`config.mk`:
```
export PLATFORM = sky130hd
export DESIGN_NAME = ps2_key_matrix_flat
export DESIGN_NICKNAME = d
export VERILOG_FILES = /design/src/rtl/ps2_key_matrix_pkg.sv /design/src/rtl/ps2_key_matrix_if.sv /design/src/rtl/ps2_key_matrix_key_event_fifo.sv /design/src/rtl/ps2_key_matrix.sv /design/src/flat_wrapper.sv
export SDC_FILE = /design/constraint.sdc
export NUM_CORES = 1
export LEC_CHECK = 0
export ABC_AREA = 1
export CAP_MARGIN = 10
export CORE_MARGIN = 2
export CORE_UTILIZATION = 30
export CTS_CLUSTER_DIAMETER = 80
export CTS_CLUSTER_SIZE = 40
export DETAILED_ROUTE_END_ITERATION = 10
export GPL_ROUTABILITY_DRIVEN = 0
export GPL_TIMING_DRIVEN = 0
export PLACE_DENSITY = 0.53
export SYNTH_ARGS = -nofsm -noshare
export SYNTH_HDL_FRONTEND = slang
export SYNTH_SLANG_ARGS = --single-unit
```
`constraint.sdc`:
```
create_clock -name clk -period 4.8 [get_ports clk]
set_clock_uncertainty 0.1 [all_clocks]
set_input_delay 1.44 -clock clk [delete_from_list [all_inputs] [get_ports clk]]
set_output_delay 1.44 -clock clk [all_outputs]
set_load 0.01 [all_outputs]
```
`src/rtl/ps2_key_matrix_pkg.sv`:
```
// Shared definitions for the PS/2 keypad decoder: scan-code constants, FSM
// states, event format and the scan-code to CHIP-8 key lookup tables.
package chip8_keys_pkg;

    localparam logic [7:0] PS2_BREAK = 8'hF0;
    localparam logic [7:0] PS2_EXT   = 8'hE0;

    typedef enum logic [1:0] {
        ST_IDLE    = 2'd0,
        ST_BRK     = 2'd1,
        ST_EXT     = 2'd2,
        ST_EXT_BRK = 2'd3
    } kbd_state_e;

    typedef struct packed {
        logic [3:0] key;
        logic       down;
    } key_event_t;

    typedef struct packed {
        logic       hit;
        logic [3:0] key;
    } key_lookup_t;

    // Left-hand 4x4 block of a QWERTY keyboard laid over the CHIP-8 keypad.
    function automatic key_lookup_t main_map(input logic [7:0] code);
        key_lookup_t r;
        r.hit = 1'b1;
        case (code)
            8'h16:   r.key = 4'h1;
            8'h1E:   r.key = 4'h2;
            8'h26:   r.key = 4'h3;
            8'h25:   r.key = 4'hC;
            8'h15:   r.key = 4'h4;
            8'h1D:   r.key = 4'h5;
            8'h24:   r.key = 4'h6;
            8'h2D:   r.key = 4'hD;
            8'h1C:   r.key = 4'h7;
            8'h1B:   r.key = 4'h8;
            8'h23:   r.key = 4'h9;
            8'h2B:   r.key = 4'hE;
            8'h1A:   r.key = 4'hA;
            8'h22:   r.key = 4'h0;
            8'h21:   r.key = 4'hB;
            8'h2A:   r.key = 4'hF;
            default: begin
                r.hit = 1'b0;
                r.key = 4'h0;
            end
        endcase
        return r;
    endfunction

    function automatic key_lookup_t ext_map(input logic [7:0] code);
        key_lookup_t r;
        r.hit = 1'b1;
        case (code)
            8'h75:   r.key = 4'h2;
            8'h6B:   r.key = 4'h4;
            8'h74:   r.key = 4'h6;
            8'h72:   r.key = 4'h8;
            default: begin
                r.hit = 1'b0;
                r.key = 4'h0;
            end
        endcase
        return r;
    endfunction

endpackage

```
`src/rtl/ps2_key_matrix_if.sv`:
```
// Byte input and key-event handshake between the PS/2 receiver, the decoder
// and the CPU-side event consumer.
interface ps2_key_matrix_if;
    logic [7:0] rx_data;
    logic       rx_valid;
    logic       ev_valid;
    logic [3:0] ev_key;
    logic       ev_down;
    logic       ev_ready;

    modport master (
        output rx_data, rx_valid, ev_ready,
        input  ev_valid, ev_key, ev_down
    );

    modport slave (
        input  rx_data, rx_valid, ev_ready,
        output ev_valid, ev_key, ev_down
    );
endinterface

```
`src/rtl/ps2_key_matrix_key_event_fifo.sv`:
```
// Small key-event FIFO with a registered first-word-fall-through head.
// A push into a full FIFO is accepted only when a pop happens on the same edge.
module key_event_fifo
    import chip8_keys_pkg::*;
#(
    parameter int DEPTH = 4
) (
    input  logic       clk,
    input  logic       res_n,
    input  logic       flush_i,
    input  logic       push_i,
    input  key_event_t push_data_i,
    input  logic       pop_i,
    output logic       head_valid_o,
    output key_event_t head_data_o,
    output logic       full_o
);

    localparam int PTR_W = $clog2(DEPTH);
    localparam int CNT_W = PTR_W + 1;
    localparam logic [CNT_W-1:0] DEPTH_C = CNT_W'(DEPTH);
    localparam logic [CNT_W-1:0] CNT_ZERO = {CNT_W{1'b0}};

    key_event_t       mem_q [DEPTH];
    logic [PTR_W-1:0] wr_ptr_q, wr_ptr_d;
    logic [PTR_W-1:0] rd_ptr_q, rd_ptr_d;
    logic [CNT_W-1:0] count_q, count_d;
    logic             head_valid_q, head_valid_d;
    key_event_t       head_q, head_d;
    logic             push_ok;
    logic             pop_ok;

    // Pointer, count and head next-state; the head bypasses storage when the
    // pushed entry becomes the oldest one.
    always_comb begin
        pop_ok       = pop_i && (count_q != CNT_ZERO);
        push_ok      = push_i && ((count_q != DEPTH_C) || pop_ok);
        wr_ptr_d     = wr_ptr_q;
        rd_ptr_d     = rd_ptr_q;
        count_d      = count_q;
        head_valid_d = head_valid_q;
        head_d       = head_q;
        if (flush_i) begin
            wr_ptr_d     = {PTR_W{1'b0}};
            rd_ptr_d     = {PTR_W{1'b0}};
            count_d      = CNT_ZERO;
            head_valid_d = 1'b0;
            head_d       = '{key: 4'h0, down: 1'b0};
        end else begin
            if (pop_ok) begin
                rd_ptr_d = rd_ptr_q + PTR_W'(1);
            end else begin
                rd_ptr_d = rd_ptr_q;
            end
            if (push_ok) begin
                wr_ptr_d = wr_ptr_q + PTR_W'(1);
            end else begin
                wr_ptr_d = wr_ptr_q;
            end
            count_d      = count_q + CNT_W'(push_ok) - CNT_W'(pop_ok);
            head_valid_d = (count_d != CNT_ZERO);
            if (push_ok && ((count_q - CNT_W'(pop_ok)) == CNT_ZERO)) begin
                head_d = push_data_i;
            end else if (count_d != CNT_ZERO) begin
                head_d = mem_q[rd_ptr_d];
            end else begin
                head_d = head_q;
            end
        end
    end

    // Control and head registers.
    always_ff @(posedge clk or negedge res_n) begin
        if (!res_n) begin
            wr_ptr_q     <= {PTR_W{1'b0}};
            rd_ptr_q     <= {PTR_W{1'b0}};
            count_q      <= CNT_ZERO;
            head_valid_q <= 1'b0;
            head_q       <= '{key: 4'h0, down: 1'b0};
        end else begin
            wr_ptr_q     <= wr_ptr_d;
            rd_ptr_q     <= rd_ptr_d;
            count_q      <= count_d;
            head_valid_q <= head_valid_d;
            head_q       <= head_d;
        end
    end

    // Event storage.
    always_ff @(posedge clk or negedge res_n) begin
        if (!res_n) begin
            for (int i = 0; i < DEPTH; i++) begin
                mem_q[i] <= '{key: 4'h0, down: 1'b0};
            end
        end else if (push_ok && !flush_i) begin
            mem_q[wr_ptr_q] <= push_data_i;
        end
    end

    assign head_valid_o = head_valid_q;
    assign head_data_o  = head_q;
    assign full_o       = (count_q == DEPTH_C);

endmodule

```
`src/rtl/ps2_key_matrix.sv`:
```
// PS/2 scan-code decoder for the CHIP-8 keypad: prefix FSM with timeout,
// 16-key matrix and a press/release event queue for the CPU.
module ps2_key_matrix
    import chip8_keys_pkg::*;
#(
    parameter int FIFO_DEPTH     = 4,
    parameter int TIMEOUT_CYCLES = 40,
    parameter int EXT_ENABLE     = 1
) (
    input  logic               clk,
    input  logic               res_n,
    input  logic               clear,
    ps2_key_matrix_if.slave    bus,
    output logic [15:0]        key_matrix,
    output logic               any_key,
    output logic               overflow
);

    localparam int TMO_W = (TIMEOUT_CYCLES > 1) ? $clog2(TIMEOUT_CYCLES) : 1;
    localparam logic [TMO_W-1:0] TMO_LAST =
        (TIMEOUT_CYCLES > 0) ? TMO_W'(TIMEOUT_CYCLES - 1) : {TMO_W{1'b0}};
    localparam key_lookup_t LOOKUP_MISS = '{hit: 1'b0, key: 4'h0};

    kbd_state_e       state_q, state_d;
    logic [TMO_W-1:0] tmo_q, tmo_d;
    logic [15:0]      key_matrix_q, key_matrix_d;
    logic             any_key_q;
    logic             overflow_q, overflow_d;

    logic             resolve;
    logic             down;
    key_lookup_t      lookup;
    logic             ev_push;
    key_event_t       ev_data;
    logic             fifo_full;
    logic             fifo_valid;
    key_event_t       fifo_head;
    logic             drop;

    // Prefix FSM, timeout, key lookup and matrix/event generation.
    always_comb begin
        state_d      = state_q;
        tmo_d        = tmo_q;
        key_matrix_d = key_matrix_q;
        overflow_d   = overflow_q;
        resolve      = 1'b0;
        down         = (state_q == ST_IDLE) || (state_q == ST_EXT);
        lookup       = LOOKUP_MISS;
        ev_push      = 1'b0;
        ev_data      = '{key: 4'h0, down: 1'b0};
        drop         = 1'b0;
        if (clear) begin
            state_d      = ST_IDLE;
            tmo_d        = {TMO_W{1'b0}};
            key_matrix_d = 16'h0000;
            overflow_d   = 1'b0;
        end else if (bus.rx_valid) begin
            tmo_d = {TMO_W{1'b0}};
            if (bus.rx_data == PS2_EXT) begin
                state_d = ST_EXT;
            end else if ((bus.rx_data == PS2_BREAK) && (state_q != ST_EXT_BRK)) begin
                if (state_q == ST_EXT) begin
                    state_d = ST_EXT_BRK;
                end else begin
                    state_d = ST_BRK;
                end
            end else begin
                state_d = ST_IDLE;
                resolve = 1'b1;
            end
        end else if ((state_q != ST_IDLE) && (TIMEOUT_CYCLES != 0)) begin
            if (tmo_q == TMO_LAST) begin
                state_d = ST_IDLE;
                tmo_d   = {TMO_W{1'b0}};
            end else begin
                tmo_d = tmo_q + TMO_W'(1);
            end
        end else begin
            tmo_d = {TMO_W{1'b0}};
        end

        if (resolve) begin
            case (state_q)
                ST_IDLE, ST_BRK: lookup = main_map(bus.rx_data);
                ST_EXT, ST_EXT_BRK: begin
                    if (EXT_ENABLE != 0) begin
                        lookup = ext_map(bus.rx_data);
                    end else begin
                        lookup = LOOKUP_MISS;
                    end
                end
                default: lookup = LOOKUP_MISS;
            endcase
        end else begin
            lookup = LOOKUP_MISS;
        end

        // Only real transitions are queued, so typematic repeats vanish here.
        if (lookup.hit && (key_matrix_q[lookup.key] != down)) begin
            key_matrix_d[lookup.key] = down;
            ev_push                  = 1'b1;
            ev_data                  = '{key: lookup.key, down: down};
        end else begin
            ev_push = 1'b0;
        end

        if (ev_push && fifo_full && !(fifo_valid && bus.ev_ready)) begin
            drop       = 1'b1;
            overflow_d = 1'b1;
        end else begin
            drop = 1'b0;
        end
    end

    // Decoder state registers.
    always_ff @(posedge clk or negedge res_n) begin
        if (!res_n) begin
            state_q      <= ST_IDLE;
            tmo_q        <= {TMO_W{1'b0}};
            key_matrix_q <= 16'h0000;
            any_key_q    <= 1'b0;
            overflow_q   <= 1'b0;
        end else begin
            state_q      <= state_d;
            tmo_q        <= tmo_d;
            key_matrix_q <= key_matrix_d;
            any_key_q    <= |key_matrix_d;
            overflow_q   <= overflow_d;
        end
    end

    key_event_fifo #(
        .DEPTH (FIFO_DEPTH)
    ) u_fifo (
        .clk          (clk),
        .res_n        (res_n),
        .flush_i      (clear),
        .push_i       (ev_push),
        .push_data_i  (ev_data),
        .pop_i        (bus.ev_ready),
        .head_valid_o (fifo_valid),
        .head_data_o  (fifo_head),
        .full_o       (fifo_full)
    );

    assign bus.ev_valid = fifo_valid;
    assign bus.ev_key   = fifo_head.key;
    assign bus.ev_down  = fifo_head.down;
    assign key_matrix   = key_matrix_q;
    assign any_key      = any_key_q;
    assign overflow     = overflow_q;

endmodule

```
`src/flat_wrapper.sv`:
```
// flat-port wrapper written by rule: the top's interface ports become plain ports
module ps2_key_matrix_flat import chip8_keys_pkg::*;
#(
    parameter int FIFO_DEPTH     = 4,
    parameter int TIMEOUT_CYCLES = 40,
    parameter int EXT_ENABLE     = 1
)
  (clk, res_n, clear, key_matrix, any_key, overflow, bus_rx_data, bus_rx_valid, bus_ev_ready, bus_ev_valid, bus_ev_key, bus_ev_down);
  ps2_key_matrix_if bus_i ();
  input  logic clk;
  input  logic res_n;
  input  logic clear;
  output logic [15:0] key_matrix;
  output logic any_key;
  output logic overflow;
  input wire logic [$bits(bus_i.rx_data)-1:0] bus_rx_data;
  input wire logic [$bits(bus_i.rx_valid)-1:0] bus_rx_valid;
  input wire logic [$bits(bus_i.ev_ready)-1:0] bus_ev_ready;
  output wire logic [$bits(bus_i.ev_valid)-1:0] bus_ev_valid;
  output wire logic [$bits(bus_i.ev_key)-1:0] bus_ev_key;
  output wire logic [$bits(bus_i.ev_down)-1:0] bus_ev_down;
  assign bus_i.rx_data = bus_rx_data;
  assign bus_i.rx_valid = bus_rx_valid;
  assign bus_i.ev_ready = bus_ev_ready;
  assign bus_ev_valid = bus_i.ev_valid;
  assign bus_ev_key = bus_i.ev_key;
  assign bus_ev_down = bus_i.ev_down;
  ps2_key_matrix #(.FIFO_DEPTH(FIFO_DEPTH), .TIMEOUT_CYCLES(TIMEOUT_CYCLES), .EXT_ENABLE(EXT_ENABLE)) u_core (.clk(clk), .res_n(res_n), .clear(clear), .bus(bus_i), .key_matrix(key_matrix), .any_key(any_key), .overflow(overflow));
endmodule
```
* Word level (Yosys, flattened, before mapping)
Index checks and enable logic that the tools add are counted. W data, S select, Z words.
Storage, ports and cells: bits in registers 59, output and inout port bits 24, input port bits 13, logic and storage cells 141
Cells by class: equal/unequal tests 30, reduce and logical (&&, ||, !) cells 31, mux-type cells 48, bitwise logic cells 2, add/sub/neg operators 6, order comparisons 5
Operators by type and width (number):
- $eq A8 B6 Y1 const B | 9
- $pmux W4 S15 | 1
- $eq A8 B5 Y1 const B | 7
- $mux W5 | 8
- $eq A8 B7 Y1 const B | 4
- $mux W16 | 2
- $reduce_or A16 Y1 | 2
- $mux W2 | 12
- $mux W6 | 4
- $bwmux W20 | 1
- $bwmux W16 | 1
- $eq A8 B8 Y1 const B | 2
- $pmux W4 S4 | 1
- $reduce_bool A3 Y1 | 5
- $mux W1 | 12
- $logic_and A1 B1 Y1 | 11
- $bmux W5 S2 | 1
- $demux W5 S2 | 1
- $pmux W5 S2 | 1
- $add A6 B1 Y6 const B | 1
- $eq A6 B6 Y1 const B | 1
- $ge A3 B3 Y1 const B | 2
- $not A2 Y3 | 2
- $reduce_bool A2 Y1 | 3
- other kinds (22) | 28

* Longest topological paths before layout
word-level depth 19, mapped depth 31, depth with buffers taken out 30

* By module
Synthesis repeated with hierarchy kept, for this count alone.
Unflattened totals: cells, all modules 551, area, all modules 3774.9 sq um
Modules (own cells, without submodules):
- ps2_key_matrix | times used 1, cells an instance 313, area each 1984.4 sq um, seq. area each 650.6 sq um
- key_event_fifo | times used 1, cells an instance 238, area each 1790.5 sq um, seq. area each 825.8 sq um

* Least setup slack after synthesis
Ideal clock, no wire load.
path type input to register, start input port bus_rx_data[4], end register u_core.u_fifo.head_q, in the netlist u_core.u_fifo.head_data_o[0], arrival time 4.511 ns, buffers on the path 1, setup time 0.065 ns, cell stages on the path 31, required time 4.635 ns, slack 0.124 ns, cell sequence inv_1 nand2_2 nor2_8 nand2_1 nand2_2 nor2_4 nand2_4 nand3_2 buf_6 nand2_1 nand2_1 nand2_1 nand2_1 nand2_1 nand2_2 nor2_2 nand2_2 nand2_4 nand2_1 ha_1 inv_1 ha_1 inv_1 fa_1 xnor2_1 nand3_1 inv_1 nand3_1 inv_2 nand2_1 nand2_1
On the way: longest elaborated chain between the ends 17, elaborated cells between the ends (all ways) 49, classes of those cells add/sub (2); eq/ne (23); mux (16); reduce/logical (8)
RTL lines:
- from (decl) | RTL line flat_wrapper.sv:16 | input wire logic [$bits(bus_i.rx_data)-1:0] bus_rx_data;
- $eq A8 B8 Y1 | RTL line ps2_key_matrix.sv:61 | end else if ((bus.rx_data == PS2_BREAK) && (state_q != ST_EXT_BRK)) begin
- $logic_and A1 B1 Y1 | RTL line ps2_key_matrix.sv:61
- $mux W1 | RTL line ps2_key_matrix.sv:61
- $mux W1 | RTL line ps2_key_matrix.sv:59 | if (bus.rx_data == PS2_EXT) begin
- $mux W1 | RTL line ps2_key_matrix.sv:57 | end else if (bus.rx_valid) begin
- $mux W1 | RTL line ps2_key_matrix.sv:52 | if (clear) begin
- $mux W5 * | RTL line ps2_key_matrix.sv:82 | if (resolve) begin
- $bmux W1 S4 | RTL line ps2_key_matrix.sv:99 | if (lookup.hit && (key_matrix_q[lookup.key] != down)) begin
- $mux W1 (implied by the code) | RTL line ps2_key_matrix.sv:99
- $ne A1 B1 Y1 | RTL line ps2_key_matrix.sv:99
- $logic_and A1 B1 Y1 * | RTL line ps2_key_matrix.sv:99
- $mux W1 | RTL line ps2_key_matrix.sv:99
- $logic_and A1 B1 Y1 | RTL line ps2_key_matrix_key_event_fifo.sv:37 | push_ok = push_i && ((count_q != DEPTH_C) || pop_ok);
- $add A3 B1 Y3 | RTL line ps2_key_matrix_key_event_fifo.sv:60 | count_d = count_q + CNT_W'(push_ok) - CNT_W'(pop_ok);
- $sub A3 B1 Y3 | RTL line ps2_key_matrix_key_event_fifo.sv:60
- $reduce_bool A3 Y1 | RTL line ps2_key_matrix_key_event_fifo.sv:64 | end else if (count_d != CNT_ZERO) begin
- $reduce_bool A3 Y1 (no source line)
- to (signal assigned) | RTL line ps2_key_matrix_key_event_fifo.sv:79 | head_q <= '{key: 4'h0, down: 1'b0};
- to (decl) | RTL line ps2_key_matrix_key_event_fifo.sv:29 | key_event_t head_q, head_d;
Every way passes the cells marked *; elsewhere a longest branch is shown, timed or not. The select of a mux whose other input is x is not followed. A chain may end at the register's enable or synchronous reset.

* Worst setup path after layout
start input port bus_rx_data[7], end register u_core.u_fifo.head_q, in the netlist u_core.u_fifo.head_data_o[3]
On the way: longest elaborated chain between the ends 17, elaborated cells between the ends (all ways) 49, classes of those cells add/sub (2); eq/ne (23); mux (16); reduce/logical (8)
RTL lines (RTL line):
- $eq A8 B8 Y1 | ps2_key_matrix.sv:61
- $logic_and A1 B1 Y1 | ps2_key_matrix.sv:61
- $mux W1 | ps2_key_matrix.sv:61
- $mux W1 | ps2_key_matrix.sv:59
- $mux W1 | ps2_key_matrix.sv:57
- $mux W1 | ps2_key_matrix.sv:52
- $mux W5 * | ps2_key_matrix.sv:82
- $bmux W1 S4 | ps2_key_matrix.sv:99
- $mux W1 (implied by the code) | ps2_key_matrix.sv:99
- $ne A1 B1 Y1 | ps2_key_matrix.sv:99
- $logic_and A1 B1 Y1 | ps2_key_matrix.sv:99
- $mux W1 | ps2_key_matrix.sv:99
- $logic_and A1 B1 Y1 | ps2_key_matrix_key_event_fifo.sv:37
- $add A3 B1 Y3 | ps2_key_matrix_key_event_fifo.sv:60
- $sub A3 B1 Y3 | ps2_key_matrix_key_event_fifo.sv:60
- $reduce_bool A3 Y1 | ps2_key_matrix_key_event_fifo.sv:64
- $reduce_bool A3 Y1 (no source line)
Marked as above.

==> out/metrics.cfg <==
[route]
wl_met2_um=4710
top_layer=met4
wl_met1_um=4840
drc=0
wl_met3_um=340
num_vias=3610
wl_um=10000
vias_per_cell=4.75
drt-initial-drc-count=197
drtPass1Iterations=4
ant_nets=0
wl_per_cell_um=13.2

[sta]
fmax_ghz=0.220
hold_slack_ns=0.355
setup_viol=0
period_minus_slack_ns=4.55
drv_slew=0
worst_slew_pin_slew_ns=0.648
hold_viol=0
fin_crit_sh_pct=94.7
fin_ws_ns=0.254
maxSlewHeadroom_pct=56.8
fin_setup_tns_ns=0

[global_routing]
grt_pass1_wl_um=17000
track_usage_pct=16.2
grt_pass1_vias=3478
grt_max_degree=33
antenna_found_initial=0
grt_overflow=0

[placed_design]
placed_cell_area_um2=4290
place.port_buffers=35
dp.cells=724
dp_slack_ns=-0.867
dp_hpwl_um=7350

[min_path]
holdPathEnd=u_core.tmo_q[0]
worstHoldStart=u_core.tmo_q[0]
hold_depth=1
hp-class=flop to flop

[clock_network]
clkLatencyLatePin_ns=0.33
clk_path_buf_depth=2
cts_root_buf=clkbuf_16
cts_tree=built
clk_pin_slew_ns=0.05
cts_num_sinks=59
h-tree-depth=3
cts_hold_buf=0
numCtsBuffers=9

[floorplan]
row_count=40
io_pins=37
dieArea_um2=13300
core_area_um2=12100
die-height_um=115
start_util_pct=30.8
die_x_um=115

[yosys]
syn-cell-area_um2=3720
ys_ff_latch=59
seq_area_frac_synth_pct=39.7
synth_cells=520
synth_fp_nets=542
ys_types=40
yosysWarnings=0
avgSynthCellArea_um2=7.15

[layout]
post-route-util_pct=40.6
fin_cells=760
multi_input_area_um2=2150
nets=609
syn_to_final_growth_pct=31.9
final_common_cell=nand2_1
fillerInstances=1263
regArea_um2=1480
drive_above_1_share_pct=19.8
num_antenna_cells=0
final_cell_mix=nand2_1 (163), dfrtp_1 (59), nor2_1 (52)
final_area_um2=4900

[worst_setup_path]
cpMostUsedCell=nand2_1
reg2reg_slack_ns=1.12
slowest_stage=fa_2
critPathMaxFanout=7
start_kind=primary input
rr_startpoint=u_core.state_q[1]
r2r_cells=28
cp.required_ns=4.97
cpPeakStageDelay_ns=0.37
r2r_end=u_core.u_fifo.head_data_o[3]
worstSetupEndpointType=flop
worstPathArrival_ns=4.72
path_class=primary input to flop

[run_status]
status=finished, final reports clean

[power]
p_leak_nw=2.29
vdd_ir_drop_max_mv=0.150
power.density_nw_per_um2=350
p_total_mw=1.71

[job]
maxCapViolations=0

==> synth_stat cells <==
library cell	instances	share of area, %
a31oi_1	3	0.51
o211ai_1	1	0.20
nor2_1	57	5.8
nand4_1	17	2.9
nand3_4	1	0.47
inv_1	40	4.0
o21ai_0	23	3.1
buf_2	4	0.54
or2_0	1	0.17
nand2_1	174	18
dfrtp_1	59	40
inv_2	7	0.71
nor2_2	5	0.84
a21oi_4	1	0.44
o21a_1	2	0.40
o21ai_2	1	0.24
buf_6	2	0.61
buf_1	1	0.10
nor2_4	2	0.61
nand2_4	3	0.91
nor3_1	2	0.27
ha_1	8	2.7
clkbuf_1	5	0.51
clkinv_1	2	0.20
o21bai_1	1	0.20
a21oi_1	11	1.5
or2_2	2	0.34
o21ai_1	18	2.4
xor2_1	2	0.47
nor3b_1	2	0.40
nand3_1	37	5.0
nor4_1	2	0.34
xnor2_1	1	0.24
nor3_2	2	0.54
nand3_2	5	1.3
nand2_2	8	1.3
and2_1	1	0.17
a32oi_1	5	1.2
nor2_8	1	0.54
fa_1	1	0.54
==> area by class of cell <==
type,instances,area share (%)
Inverter,49,3.85
Clock inverter,5,1.71
Timing Repair Buffer,55,9.62
Clock buffer,11,5.16
Sequential cell,59,30.1
Tap cell,168,4.29
Multi-Input combinational cell,401,43.8
Buffer,12,1.46
==> critical path: cells and delay by family <==
kind,cells,cell delay (ns)
buf+inv,8,0.72
xor+xnor,1,0.17
fa+ha+maj,3,0.78
simple gates,18,1.59
==> kinds of logic (layout without fill, tap and decap cells) <==
logic type                 count (synthesis)  after routing  share of synthesized area (%)
DFF                                       59             59                           39.7
AOI/OAI and AO/OA                         66             66                           10.2
adders and majority gates                  9              9                           3.23
xor gates and xnor gates                   3              3                          0.707
buffers and inverters                     61            132                           6.70
and+or+nand+nor                          322            323                           39.5
==> power by group <==
group          switching (mW)  leakage (nW)  total [mW]  internal, mW
clock                   0.233         0.158       0.717         0.484
combinational           0.278          1.32       0.448         0.170
sequential             0.0204         0.818       0.548         0.528
total                   0.531          2.29        1.71          1.18
==> registers in the layout, indices dropped and copies added (netlist names) <==
signal,count
u_core.overflow,1
u_core.u_fifo.head_data_o,5
u_core.u_fifo.count_q,3
u_core.u_fifo.wr_ptr_q,2
u_core.key_matrix,16
u_core.any_key,1
u_core.tmo_q,6
u_core.u_fifo.head_valid_o,1
u_core.u_fifo.mem_q,20
u_core.state_q,2
u_core.u_fifo.rd_ptr_q,2
==> routing by layer <==
metal	global-route usage, %	vias to the layer above
li1	-	1827
met1	22.1	1693
met2	25.9	75
met3	3.80	15
met4	4.58	0
met5	0	-
==> how the worst max path moves through the flow <==
stage,end,slack [ns],start
global route,u_core.u_fifo.head_data_o[3],-0.008,bus_rx_data[5]
global placement,u_core.u_fifo.head_data_o[0],-0.80,bus_rx_data[5]
detailed placement,u_core.u_fifo.head_data_o[4],-0.87,bus_rx_data[5]
floorplan,u_core.u_fifo.head_data_o[0],0.12,bus_rx_data[4]
CTS,u_core.u_fifo.head_data_o[4],0.0004,bus_rx_data[7]
finish,u_core.u_fifo.head_data_o[3],0.25,bus_rx_data[7]
==> timing repair <==
item | in CTS | in global routing
pin swaps | 13 | 22
gates resized for setup | 34 | 37
endpoints found under the setup margin | 7 | 6
gates cloned | 1 | 1
buffers inserted | 12 | 6
Note: power is estimated with default switching activity, not from simulation.
